<file path="src/rtl/skinny_dom1_pkg.sv">
// Shared constants, FSM state type and bit-routing helpers for the masked SKINNY-8 inverse S-box.
package skinny_dom1_pkg;

  localparam int unsigned INV_SBOX8_LATENCY = 8;
  localparam int unsigned CntW = $clog2(INV_SBOX8_LATENCY);

  typedef enum logic [1:0] {StIdle, StBusy, StDone} inv_sbox_state_e;

  // Input byte bit feeding network variable a<k>
  localparam int unsigned IdxA0 = 6;
  localparam int unsigned IdxA1 = 5;
  localparam int unsigned IdxA2 = 2;
  localparam int unsigned IdxA3 = 7;
  localparam int unsigned IdxA4 = 3;
  localparam int unsigned IdxA5 = 1;
  localparam int unsigned IdxA6 = 4;
  localparam int unsigned IdxA7 = 0;

  // Result bit produced by gate <k>, gates in evaluation order
  localparam int unsigned OutG0 = 2;
  localparam int unsigned OutG1 = 3;
  localparam int unsigned OutG2 = 7;
  localparam int unsigned OutG3 = 5;
  localparam int unsigned OutG4 = 1;
  localparam int unsigned OutG5 = 0;
  localparam int unsigned OutG6 = 6;
  localparam int unsigned OutG7 = 4;

  function automatic logic [7:0] map_in(input logic [7:0] i);
    logic [7:0] a;
    a[0] = i[IdxA0];
    a[1] = i[IdxA1];
    a[2] = i[IdxA2];
    a[3] = i[IdxA3];
    a[4] = i[IdxA4];
    a[5] = i[IdxA5];
    a[6] = i[IdxA6];
    a[7] = i[IdxA7];
    return a;
  endfunction

  function automatic logic [7:0] map_out(input logic [7:0] g);
    logic [7:0] b;
    b = '0;
    b[OutG0] = g[0];
    b[OutG1] = g[1];
    b[OutG2] = g[2];
    b[OutG3] = g[3];
    b[OutG4] = g[4];
    b[OutG5] = g[5];
    b[OutG6] = g[6];
    b[OutG7] = g[7];
    return b;
  endfunction

endpackage

</file>
<file path="src/rtl/skinny_inv_sbox8_dom1_hs_if.sv">
// Valid/ready handshake and share bus of the masked SKINNY-8 inverse S-box.
interface skinny_inv_sbox8_dom1_hs_if;
  logic       in_valid;
  logic       in_ready;
  logic [7:0] si0;
  logic [7:0] si1;
  logic [7:0] r;
  logic       out_valid;
  logic       out_ready;
  logic [7:0] bo0;
  logic [7:0] bo1;

  modport master (
    output in_valid, si0, si1, r, out_ready,
    input  in_ready, out_valid, bo0, bo1
  );

  modport slave (
    input  in_valid, si0, si1, r, out_ready,
    output in_ready, out_valid, bo0, bo1
  );
endinterface

</file>
<file path="src/rtl/dom1_inv_cfn_gate.sv">
// First-order DOM-indep gate computing f = nor(x,y) ^ z over two shares, two register stages.
module dom1_inv_cfn_gate (
  input  logic clk,
  input  logic rst,
  input  logic x0_i,
  input  logic x1_i,
  input  logic y0_i,
  input  logic y1_i,
  input  logic z0_i,
  input  logic z1_i,
  input  logic r_i,
  output logic f0_o,
  output logic f1_o,
  output logic f0_nxt_o,
  output logic f1_nxt_o
);

  (* keep = "true", dont_touch = "true" *) logic g0_q, g1_q, t0_q, t1_q, f0_q, f1_q;
  logic g0_d, g1_d, t0_d, t1_d, f0_d, f1_d;

  // Cross-share terms are refreshed with r_i before they are ever registered or combined.
  always_comb begin
    g0_d = (x0_i & y0_i) ^ z0_i;
    g1_d = (~x1_i & ~y1_i) ^ z1_i;
    t0_d = (~y1_i & x0_i) ^ r_i;
    t1_d = (~x1_i & y0_i) ^ r_i;
    f0_d = t0_q ^ g0_q;
    f1_d = t1_q ^ g1_q;
  end

  always_ff @(posedge clk or posedge rst) begin
    if (rst) begin
      g0_q <= 1'b0;
      g1_q <= 1'b0;
      t0_q <= 1'b0;
      t1_q <= 1'b0;
      f0_q <= 1'b0;
      f1_q <= 1'b0;
    end else begin
      g0_q <= g0_d;
      g1_q <= g1_d;
      t0_q <= t0_d;
      t1_q <= t1_d;
      f0_q <= f0_d;
      f1_q <= f1_d;
    end
  end

  assign f0_o     = f0_q;
  assign f1_o     = f1_q;
  assign f0_nxt_o = f0_d;
  assign f1_nxt_o = f1_d;

endmodule

</file>
<file path="src/rtl/skinny_inv_sbox8_dom1_hs.sv">
// Masked (DOM, first order) SKINNY-8 inverse S-box with valid/ready handshake, latency 8.
// SKINNY_INV_SBOX8_OUT_GATE_EN: registered output gate holding bo0/bo1 at 0 while out_valid=0.
module skinny_inv_sbox8_dom1_hs
  import skinny_dom1_pkg::*;
(
  input logic                              clk,
  input logic                              rst,
  skinny_inv_sbox8_dom1_hs_if.slave        bus_io
);

  inv_sbox_state_e state_q, state_d;
  logic [CntW-1:0] cnt_q, cnt_d;
  logic            in_rdy, out_vld, accept, last_cyc;
  logic [7:0]      cap0_q, cap1_q, r_q;
  logic [7:0]      a_s0, a_s1, b_s0, b_s1;
  logic [7:0]      gx0, gx1, gy0, gy1, gz0, gz1, gf0, gf1, gn0, gn1;

  assign accept   = bus_io.in_valid & in_rdy;
  assign last_cyc = (state_q == StBusy) && (cnt_q == CntW'(INV_SBOX8_LATENCY - 1));

  always_ff @(posedge clk or posedge rst) begin
    if (rst) begin
      state_q <= StIdle;
      cnt_q   <= '0;
    end else begin
      state_q <= state_d;
      cnt_q   <= cnt_d;
    end
  end

  always_comb begin
    state_d = state_q;
    cnt_d   = cnt_q;
    unique case (state_q)
      StIdle: begin
        if (bus_io.in_valid) begin
          state_d = StBusy;
          cnt_d   = '0;
        end
      end
      StBusy: begin
        if (last_cyc) begin
          state_d = StDone;
          cnt_d   = '0;
        end else begin
          cnt_d = cnt_q + CntW'(1);
        end
      end
      StDone: begin
        if (bus_io.out_ready) state_d = StIdle;
      end
      default: state_d = StIdle;
    endcase
  end

  always_comb begin
    in_rdy  = (state_q == StIdle);
    out_vld = (state_q == StDone);
  end

  assign bus_io.in_ready  = in_rdy;
  assign bus_io.out_valid = out_vld;

  always_ff @(posedge clk or posedge rst) begin
    if (rst) begin
      cap0_q <= '0;
      cap1_q <= '0;
      r_q    <= '0;
    end else if (accept) begin
      cap0_q <= bus_io.si0;
      cap1_q <= bus_io.si1;
      r_q    <= bus_io.r;
    end
  end

  assign a_s0 = map_in(cap0_q);
  assign a_s1 = map_in(cap1_q);
  assign b_s0 = map_out(gf0);
  assign b_s1 = map_out(gf1);

  // Operand routing, gate 7 down to gate 0; gates 4..7 consume earlier levels' registered shares.
  assign gx0 = {b_s0[7], b_s0[2], b_s0[3], a_s0[1], a_s0[0], a_s0[2], a_s0[3], a_s0[4]};
  assign gx1 = {b_s1[7], b_s1[2], b_s1[3], a_s1[1], a_s1[0], a_s1[2], a_s1[3], a_s1[4]};
  assign gy0 = {b_s0[6], b_s0[1], b_s0[2], b_s0[3], a_s0[1], a_s0[3], a_s0[0], a_s0[5]};
  assign gy1 = {b_s1[6], b_s1[1], b_s1[2], b_s1[3], a_s1[1], a_s1[3], a_s1[0], a_s1[5]};
  assign gz0 = {a_s0[0], a_s0[2], a_s0[1], a_s0[4], a_s0[3], a_s0[5], a_s0[6], a_s0[7]};
  assign gz1 = {a_s1[0], a_s1[2], a_s1[1], a_s1[4], a_s1[3], a_s1[5], a_s1[6], a_s1[7]};

  for (genvar i = 0; i < 8; i++) begin : g_gate
    dom1_inv_cfn_gate u_gate (
      .clk      (clk),
      .rst      (rst),
      .x0_i     (gx0[i]),
      .x1_i     (gx1[i]),
      .y0_i     (gy0[i]),
      .y1_i     (gy1[i]),
      .z0_i     (gz0[i]),
      .z1_i     (gz1[i]),
      .r_i      (r_q[i]),
      .f0_o     (gf0[i]),
      .f1_o     (gf1[i]),
      .f0_nxt_o (gn0[i]),
      .f1_nxt_o (gn1[i])
    );
  end

`ifdef SKINNY_INV_SBOX8_OUT_GATE_EN
  logic [7:0] bo0_q, bo0_d, bo1_q, bo1_d;
  logic [2:0] unused_b0, unused_b1;

  // Loads the gates' next values on the edge entering DONE so bo appears with out_valid.
  always_comb begin
    bo0_d = '0;
    bo1_d = '0;
    if (last_cyc) begin
      bo0_d = map_out(gn0);
      bo1_d = map_out(gn1);
    end else if (out_vld && !bus_io.out_ready) begin
      bo0_d = bo0_q;
      bo1_d = bo1_q;
    end
  end

  always_ff @(posedge clk or posedge rst) begin
    if (rst) begin
      bo0_q <= '0;
      bo1_q <= '0;
    end else begin
      bo0_q <= bo0_d;
      bo1_q <= bo1_d;
    end
  end

  assign bus_io.bo0 = bo0_q;
  assign bus_io.bo1 = bo1_q;
  assign unused_b0  = {b_s0[5], b_s0[4], b_s0[0]};
  assign unused_b1  = {b_s1[5], b_s1[4], b_s1[0]};
`else
  logic [7:0] unused_n0, unused_n1;

  assign bus_io.bo0 = b_s0;
  assign bus_io.bo1 = b_s1;
  assign unused_n0  = gn0;
  assign unused_n1  = gn1;
`endif

endmodule

</file>
<file path="src/flat_wrapper.sv">
// flat-port wrapper written by rule: the top's interface ports become plain ports
module skinny_inv_sbox8_dom1_hs_flat import skinny_dom1_pkg::*;
  (clk, rst, bus_io_in_valid, bus_io_si0, bus_io_si1, bus_io_r, bus_io_out_ready, bus_io_in_ready, bus_io_out_valid, bus_io_bo0, bus_io_bo1);
  skinny_inv_sbox8_dom1_hs_if bus_io_i ();
  input logic clk;
  input logic rst;
  input wire logic [$bits(bus_io_i.in_valid)-1:0] bus_io_in_valid;
  input wire logic [$bits(bus_io_i.si0)-1:0] bus_io_si0;
  input wire logic [$bits(bus_io_i.si1)-1:0] bus_io_si1;
  input wire logic [$bits(bus_io_i.r)-1:0] bus_io_r;
  input wire logic [$bits(bus_io_i.out_ready)-1:0] bus_io_out_ready;
  output wire logic [$bits(bus_io_i.in_ready)-1:0] bus_io_in_ready;
  output wire logic [$bits(bus_io_i.out_valid)-1:0] bus_io_out_valid;
  output wire logic [$bits(bus_io_i.bo0)-1:0] bus_io_bo0;
  output wire logic [$bits(bus_io_i.bo1)-1:0] bus_io_bo1;
  assign bus_io_i.in_valid = bus_io_in_valid;
  assign bus_io_i.si0 = bus_io_si0;
  assign bus_io_i.si1 = bus_io_si1;
  assign bus_io_i.r = bus_io_r;
  assign bus_io_i.out_ready = bus_io_out_ready;
  assign bus_io_in_ready = bus_io_i.in_ready;
  assign bus_io_out_valid = bus_io_i.out_valid;
  assign bus_io_bo0 = bus_io_i.bo0;
  assign bus_io_bo1 = bus_io_i.bo1;
  skinny_inv_sbox8_dom1_hs u_core (.clk(clk), .rst(rst), .bus_io(bus_io_i));
endmodule
</file>
<file path="config.mk">
export PLATFORM = sky130hd
export DESIGN_NAME = skinny_inv_sbox8_dom1_hs_flat
export DESIGN_NICKNAME = d
export VERILOG_FILES = /design/src/rtl/skinny_dom1_pkg.sv /design/src/rtl/skinny_inv_sbox8_dom1_hs_if.sv /design/src/rtl/dom1_inv_cfn_gate.sv /design/src/rtl/skinny_inv_sbox8_dom1_hs.sv /design/src/flat_wrapper.sv
export SDC_FILE = /design/constraint.sdc
export NUM_CORES = 1
export LEC_CHECK = 0
export ABC_AREA = 1
export ABC_CLOCK_PERIOD_IN_PS = 2300
export CAP_MARGIN = 20
export CELL_PAD_IN_SITES_DETAIL_PLACEMENT = 1
export CELL_PAD_IN_SITES_GLOBAL_PLACEMENT = 2
export CORE_AREA = 3 3 105 107
export CTS_CLUSTER_DIAMETER = 30
export CTS_CLUSTER_SIZE = 8
export DETAILED_ROUTE_END_ITERATION = 16
export DIE_AREA = 0 0 108 110
export GPL_TIMING_DRIVEN = 0
export PLACE_DENSITY = 0.76
export SLEW_MARGIN = 10
export SYNTH_ARGS = -nofsm -noshare
export SYNTH_HDL_FRONTEND = slang
export SYNTH_SLANG_ARGS = --single-unit
export TNS_END_PERCENT = 100
</file>
<file path="constraint.sdc">
create_clock -name clk -period 2.3 [get_ports clk]
set_clock_uncertainty 0.05 [all_clocks]
set_input_delay 0.46 -clock clk [delete_from_list [all_inputs] [get_ports clk]]
set_output_delay 0.46 -clock clk [all_outputs]
set_load 0.01 [all_outputs]
</file>
==> results.yml, run 1 <==
timing:
  finalCriticalPeriod_ps: 2130
  setup_ws_ps: 165
  hold_violations: 0
  relSlewSlack: 0.743
  final.setup.tns_ps: 0
  tightest_slew_ps: 382
  setup_viol: 0
  fmax_mhz: 468
  rsz0062_at_grt: "no"
  slew_viol_final: 0
  period_share: 0.928
  holdWs_ps: 361
worst_setup_path:
  r2r_start: "u_core.state_q[0]"
  cp.required_ps: 1790
  critPathSlowestCell: "clkdlybuf4s50_1"
  max_stage_delay_ps: 550
  cp_max_fo: 10
  startpoint: "u_core.state_q[0]"
  crit_path_start_kind: "flip-flop"
  worst-r2r-cell-count: 6
  worstSetupPathType: "reg2out"
  crit_chain: "nor2_4, buf_4, clkdlybuf4s50_1"
  worst_setup_path_end_kind: "output port"
  critPathArrivalTime_ps: 1620
drt:
  drt_iter0_markers: 82
  postRouteAntennaNets: 0
  via_count: 2081
  wl_per_cell_um: 12.8
  firstDrtPassIters: 4
  drc: 0
  drt_wl_total_mm: 6.39
  vias_per_cell: 4.18
cts:
  clk_pin_slew_worst_paths_ps: 80
  cts_buffer_depth: 2
  cts_tree: "yes"
  cts_resized: 0
  ctsHoldBuffers: 0
  clk_latency_ps: 340
  cts.sinks: 77
  post_cts_buffers: 1
  cts_root_buf: "clkbuf_8"
  cts_made_buffers: 9
  htree_levels: 3
placement:
  place_congestion: 0.718
  preCtsSetupSlack_ps: 366
  dp_hpwl_mm: 4.80
  port_buffers: 44
outcome:
  outcome: "completed"
finish:
  drive_gt1_frac: 0.119
  n_fill_cell: 1167
  antennaDiodeCount: 0
  nNetsFinal: 387
  syn_to_final_growth_pct: 28.2
  post-route-util: 0.395
floorplanning:
  fp-row-count: 37
  boundaryPins: 46
  die_area_mm2: 0.0119
  fp.dieH_um: 110
  coreArea_mm2: 0.0102
  initial_core_util: 0.308
  dieWidth_um: 108
global_routing:
  gr-usage-all-layers: 0.118
  grt_pass1_wl_mm: 10.8
  overflow: 0
  grt_antenna_before_repair: 0
  grt_pass1_vias: 2220
  grt_max_degree: 39
synth:
  syn_area_per_cell_um2: 10.5
  synth_top_area_share: 0.612
  ys_seq_area_frac: 0.612
  yosys.area.top_type: "dfrtp_1"
  yosysWarnings: 0
  synthDistinctLibCells: 14
  synth_cells: 299
  ys_ff_latch: 77
  synthTopCellsByArea: "dfrtp_1 61%, xor2_1 11%, nand2_1 10%"
  syn_nets: 329
  synth_area_mm2: 0.00315
flow_run:
  drv_cap: 0
power:
  ir_worst_vdd_mv: 0.406
  finalPower_mw: 5.67
  power_density_mw_per_mm2: 1410
  p_leak_nw: 1.97
hold_path:
  hold_path.class: "in2async"
critical path: cells and delay by family (launching register included):
kind	cells	cell delay (ps)
buffers and inverters	2	720
DFF	1	420
and+or+nand+nor	1	130
placed cells by master (no fill, tap or decap):
cell,count
ha_1,2
dfrtp_1,77
o21ai_0,4
xnor2_1,8
nor2_4,1
buf_6,2
nor2_1,7
nand2_1,86
clkinvlp_4,2
buf_2,3
xor2_1,38
clkdlybuf4s50_1,44
bufinv_16,2
buf_12,2
buf_4,19
clkbuf_1,2
inv_1,24
clkbuf_8,11
nand3_1,27
nand2_4,1
Yosys cell counts (all sizes together):
cell / count
xor2: 38
ha: 2
xnor2: 8
dfrtp: 77
nand3: 27
nor2: 8
inv: 25
o21ai: 4
nand2: 87
buf: 23
worst paths after layout:
kind / to / slack [ps]
hold reg to reg: u_core.g_gate[7].u_gate.f0_o / 380
hold / removal: u_core.g_gate[6].u_gate.g1_q / 360
setup / recovery: bus_io_in_ready / 170
min in group clk: u_core.g_gate[7].u_gate.f0_o / 380
setup reg to reg: u_core.r_q[2] / 1070
max in group asynchronous: u_core.g_gate[5].u_gate.g1_q / 1400
kinds of logic after synthesis:
group | count (synthesis) | synth area share
AOI/OAI and AO/OA | 4 | 0.00636
xor gates and xnor gates | 46 | 0.128
adders and majority gates | 2 | 0.00795
buffers and inverters | 48 | 0.0847
DFF | 77 | 0.612
and+or+nand+nor | 122 | 0.161
cell type report:
type                    count  area [µm²]  area share
repair buffers             47         488       0.121
clock buffers              13         159      0.0394
inverters                  25        97.6      0.0242
well taps                 136         170      0.0422
multi-input cells         174         955       0.237
clock inverters             3        67.6      0.0167
plain buffers              23         173      0.0428
flip-flops and latches     77        1930       0.477
metal layers:
metal  up-vias  track usage  part of all wire
li1       1016            -                 -
met1      1011        0.151              0.47
met2        47        0.196              0.47
met4         0       0.0487             0.012
met5         -            0                 0
met3         7       0.0268             0.053
power breakdown:
part	internal (mW)	total, mW	switching, mW	leakage [nW]
Combinational	1.06	1.96	0.899	0.930
Clock	0.672	1.15	0.478	0.110
Sequential	2.05	2.56	0.509	0.934
flip-flops by register name, indices dropped and copies added (netlist names):
signal / count
u_core.cap0_q: 8
u_core.cap1_q: 8
u_core.g_gate.u_gate.f0_o: 8
u_core.g_gate.u_gate.f1_o: 8
u_core.g_gate.u_gate.g0_q: 8
u_core.g_gate.u_gate.g1_q: 8
u_core.g_gate.u_gate.t0_q: 8
u_core.g_gate.u_gate.t1_q: 8
u_core.r_q: 8
u_core.cnt_q: 3
u_core.state_q: 2
per-stage QoR:
stage | std cells | cell area (µm²)
CTS | 498 | 4040
finish | 498 | 4040
detailed placement | 481 | 3800
global placement | 479 | 3760
floorplan | 299 | 3150
global route | 498 | 4040
(Power assumes the default switching activity.)
==> inputs of run 2 (changes only) <==
Settings changed: ABC_AREA 1 to not set, CAP_MARGIN 20 to not set, CORE_AREA 3 3 105 107 to 3 3 101 103, DIE_AREA 0 0 108 110 to 0 0 104 106, PLACE_DENSITY 0.76 to 0.74, SKIP_LAST_GASP set to 1.
==> results.yml, run 2 <==
worst_setup_path:
  worstSetupPathType: "reg2out"
  critPathArrivalTime_ps: 1600
  worst_setup_path_end_kind: "output port"
  crit_path_start_kind: "flip-flop"
  critPathTopFamily: "buffers and inverters"
  max_stage_delay_ps: 560
  cp.required_ps: 1790
  critPathSlowestCell: "clkdlybuf4s50_1"
  crit_chain: "nor2b_1, clkdlybuf4s50_1"
  critPathBufInv: 1
  cp_max_fo: 7
drt:
  wl_per_cell_um: 13.6
  firstDrtPassIters: 4
  drt_wl_total_mm: 5.58
  drt_iter0_markers: 33
  vias_per_cell: 4.08
  drc: 0
  postRouteAntennaNets: 0
  via_count: 1669
power:
  ir_worst_vdd_mv: 0.486
  p_int_mw: 4.20
  power_density_mw_per_mm2: 1500
  finalPower_mw: 5.98
  p_clk_frac: 0.221
  comb_power_share: 0.333
  switchingPower_mw: 1.77
  p_leak_nw: 1.70
  swShare: 0.297
  p_seq_frac: 0.446
outcome:
  outcome: "completed"
synth:
  synth_top_flop_cell: "dfrtp_1"
  synth-edff-count: 0
  yosysWarnings: 0
  synth_area_mm2: 0.00307
  synthDistinctLibCells: 19
  synth_cells: 217
  synthTopCellsByArea: "dfrtp_1 63%, mux2_2 7.3%, xnor2_1 6.9%"
  async_flop_share: 1.00
  synth.top_cells.by_count: "77 x dfrtp_1, 24 x xnor2_1, 24 x xor2_1"
  syn_area_per_cell_um2: 14.1
  synth_most_common_cell: "dfrtp_1"
  syn_nets: 247
  ys_ff_latch: 77
  ys_seq_area_frac: 0.628
  yosys.area.top_type: "dfrtp_1"
  synth_top_area_share: 0.628
placement:
  port_buffers: 45
  place_congestion: 0.741
  dp_hpwl_mm: 4.03
cts:
  clk_pin_slew_worst_paths_ps: 80
  clk_latency_ps: 340
  ctsHoldBuffers: 0
  cts_tree: "yes"
  cts_made_buffers: 9
  cts_root_buf: "clkbuf_8"
  cts_buffer_depth: 2
  cts_resized: 0
  htree_levels: 3
  post_cts_buffers: 0
  cts.sinks: 77
timing:
  setup_viol: 0
  relSlewSlack: 0.710
  final.setup.tns_ps: 0
  rsz0062_at_grt: "no"
  hold_violations: 0
  slew_viol_final: 0
  tightest_slew_ps: 434
  period_share: 0.919
  fmax_mhz: 473
  finalCriticalPeriod_ps: 2110
floorplanning:
  die_area_mm2: 0.0110
  fp-row-count: 35
  fp.dieH_um: 106
  boundaryPins: 46
  dieWidth_um: 104
  coreArea_mm2: 0.00928
  initial_core_util: 0.330
global_routing:
  gr-usage-all-layers: 0.110
  grt_max_degree: 34
  grt_antenna_before_repair: 0
  grt_pass1_wl_mm: 9.30
  grt_pass1_vias: 1808
  overflow: 0
hold_path:
  hold_path.class: "reg2reg"
flow_run:
  drv_cap: 0
finish:
  nNetsFinal: 305
  mostFrequentLayoutCells: "77 x dfrtp_1, 45 x clkdlybuf4s50_1, 24 x xnor2_1, 24 x xor2_1, 20 x mux2_2"
  drive_gt1_frac: 0.207
  post-route-util: 0.429
  antennaDiodeCount: 0
  syn_to_final_growth_pct: 29.9
  layout_commonest_cell: "dfrtp_1"
==> run 2: cell count changes after synthesis, moves of 3 or more <==
cell / before / now
buf_2: 3 / 0
inv_1: 25 / 2
mux2_1: 0 / 5
mux2_2: 0 / 20
nand2_1: 86 / 9
nand2b_1: 0 / 18
nand3_1: 27 / 0
o21ai_0: 4 / 0
xnor2_1: 8 / 24
xor2_1: 38 / 24
==> run 2: worst paths after layout <==
kind                                                   start  slack [ps]  depth (start not counted)                            to
worst max-delay path                       u_core.state_q[1]         190                          2              bus_io_out_valid
worst min-delay path            u_core.g_gate[0].u_gate.t0_q         380                          1  u_core.g_gate[0].u_gate.f0_o
worst max register to register             u_core.state_q[1]         620                          3                 u_core.r_q[2]
worst min register to register  u_core.g_gate[0].u_gate.t0_q         380                          1  u_core.g_gate[0].u_gate.f0_o
max in group asynchronous                                rst        1100                          4  u_core.g_gate[1].u_gate.f1_o
min in group asynchronous                                rst         400                          2             u_core.state_q[1]
==> run 2: cell families after synthesis <==
logic type,after synthesis,share of synthesized area
AND/OR/NAND/NOR,39,0.0694
adder cells (fa/ha/maj),2,0.00816
XOR/XNOR,48,0.137
multiplexers,25,0.0918
flip-flops,77,0.628
buffers and inverters,21,0.0526
AO/OA/AOI/OAI,5,0.0126
==> run 2: final cells by class <==
type,instances,area [µm²]
Inverter,2,11.3
Clock buffer,10,128
Sequential cell,77,1930
Tap cell,129,161
Fill cell,994,5300
Buffer,19,154
Multi-Input combinational cell,119,978
Timing Repair Buffer,47,490
Clock inverter,6,135
==> run 2: worst register-to-register path, stage by stage, from the launching register on <==
cell and delay, ps:
dfrtp_1 470, nor3b_4 450, buf_6 250, mux2_2 360
==> run 2: power groups by stage <==
stage	Sequential (mW)	Clock, mW	Combinational [mW]
3_5_place_dp	2.72	0	2.03
4_1_cts	2.69	1.35	2.04
6_report	2.66	1.32	1.99
2_1_floorplan	2.51	0	1.48
5_1_grt	2.78	1.42	2.19
3_3_place_gp	2.68	0	1.94
==> run 2: per-layer routing <==
| layer | vias up | part of all wire | GRT usage |
|---|---|---|---|
| met1 | 830 | 0.45 | 0.140 |
| li1 | 799 | - | - |
| met3 | 4 | 0.040 | 0.0225 |
| met4 | 0 | 0.012 | 0.0598 |
| met5 | - | 0 | 0 |
| met2 | 36 | 0.49 | 0.175 |
==> run 2: through the flow <==
step                      hold slack (ps)  instance area, µm²  std cells  setup WS (ps)
after floorplan                       367                3070        217            841
after global placement                369                3680        391           16.9
after detailed placement              374                3720        393            119
after CTS                             382                3990        409            151
after global routing                  397                3990        409           75.5
final                                 380                3990        409            186
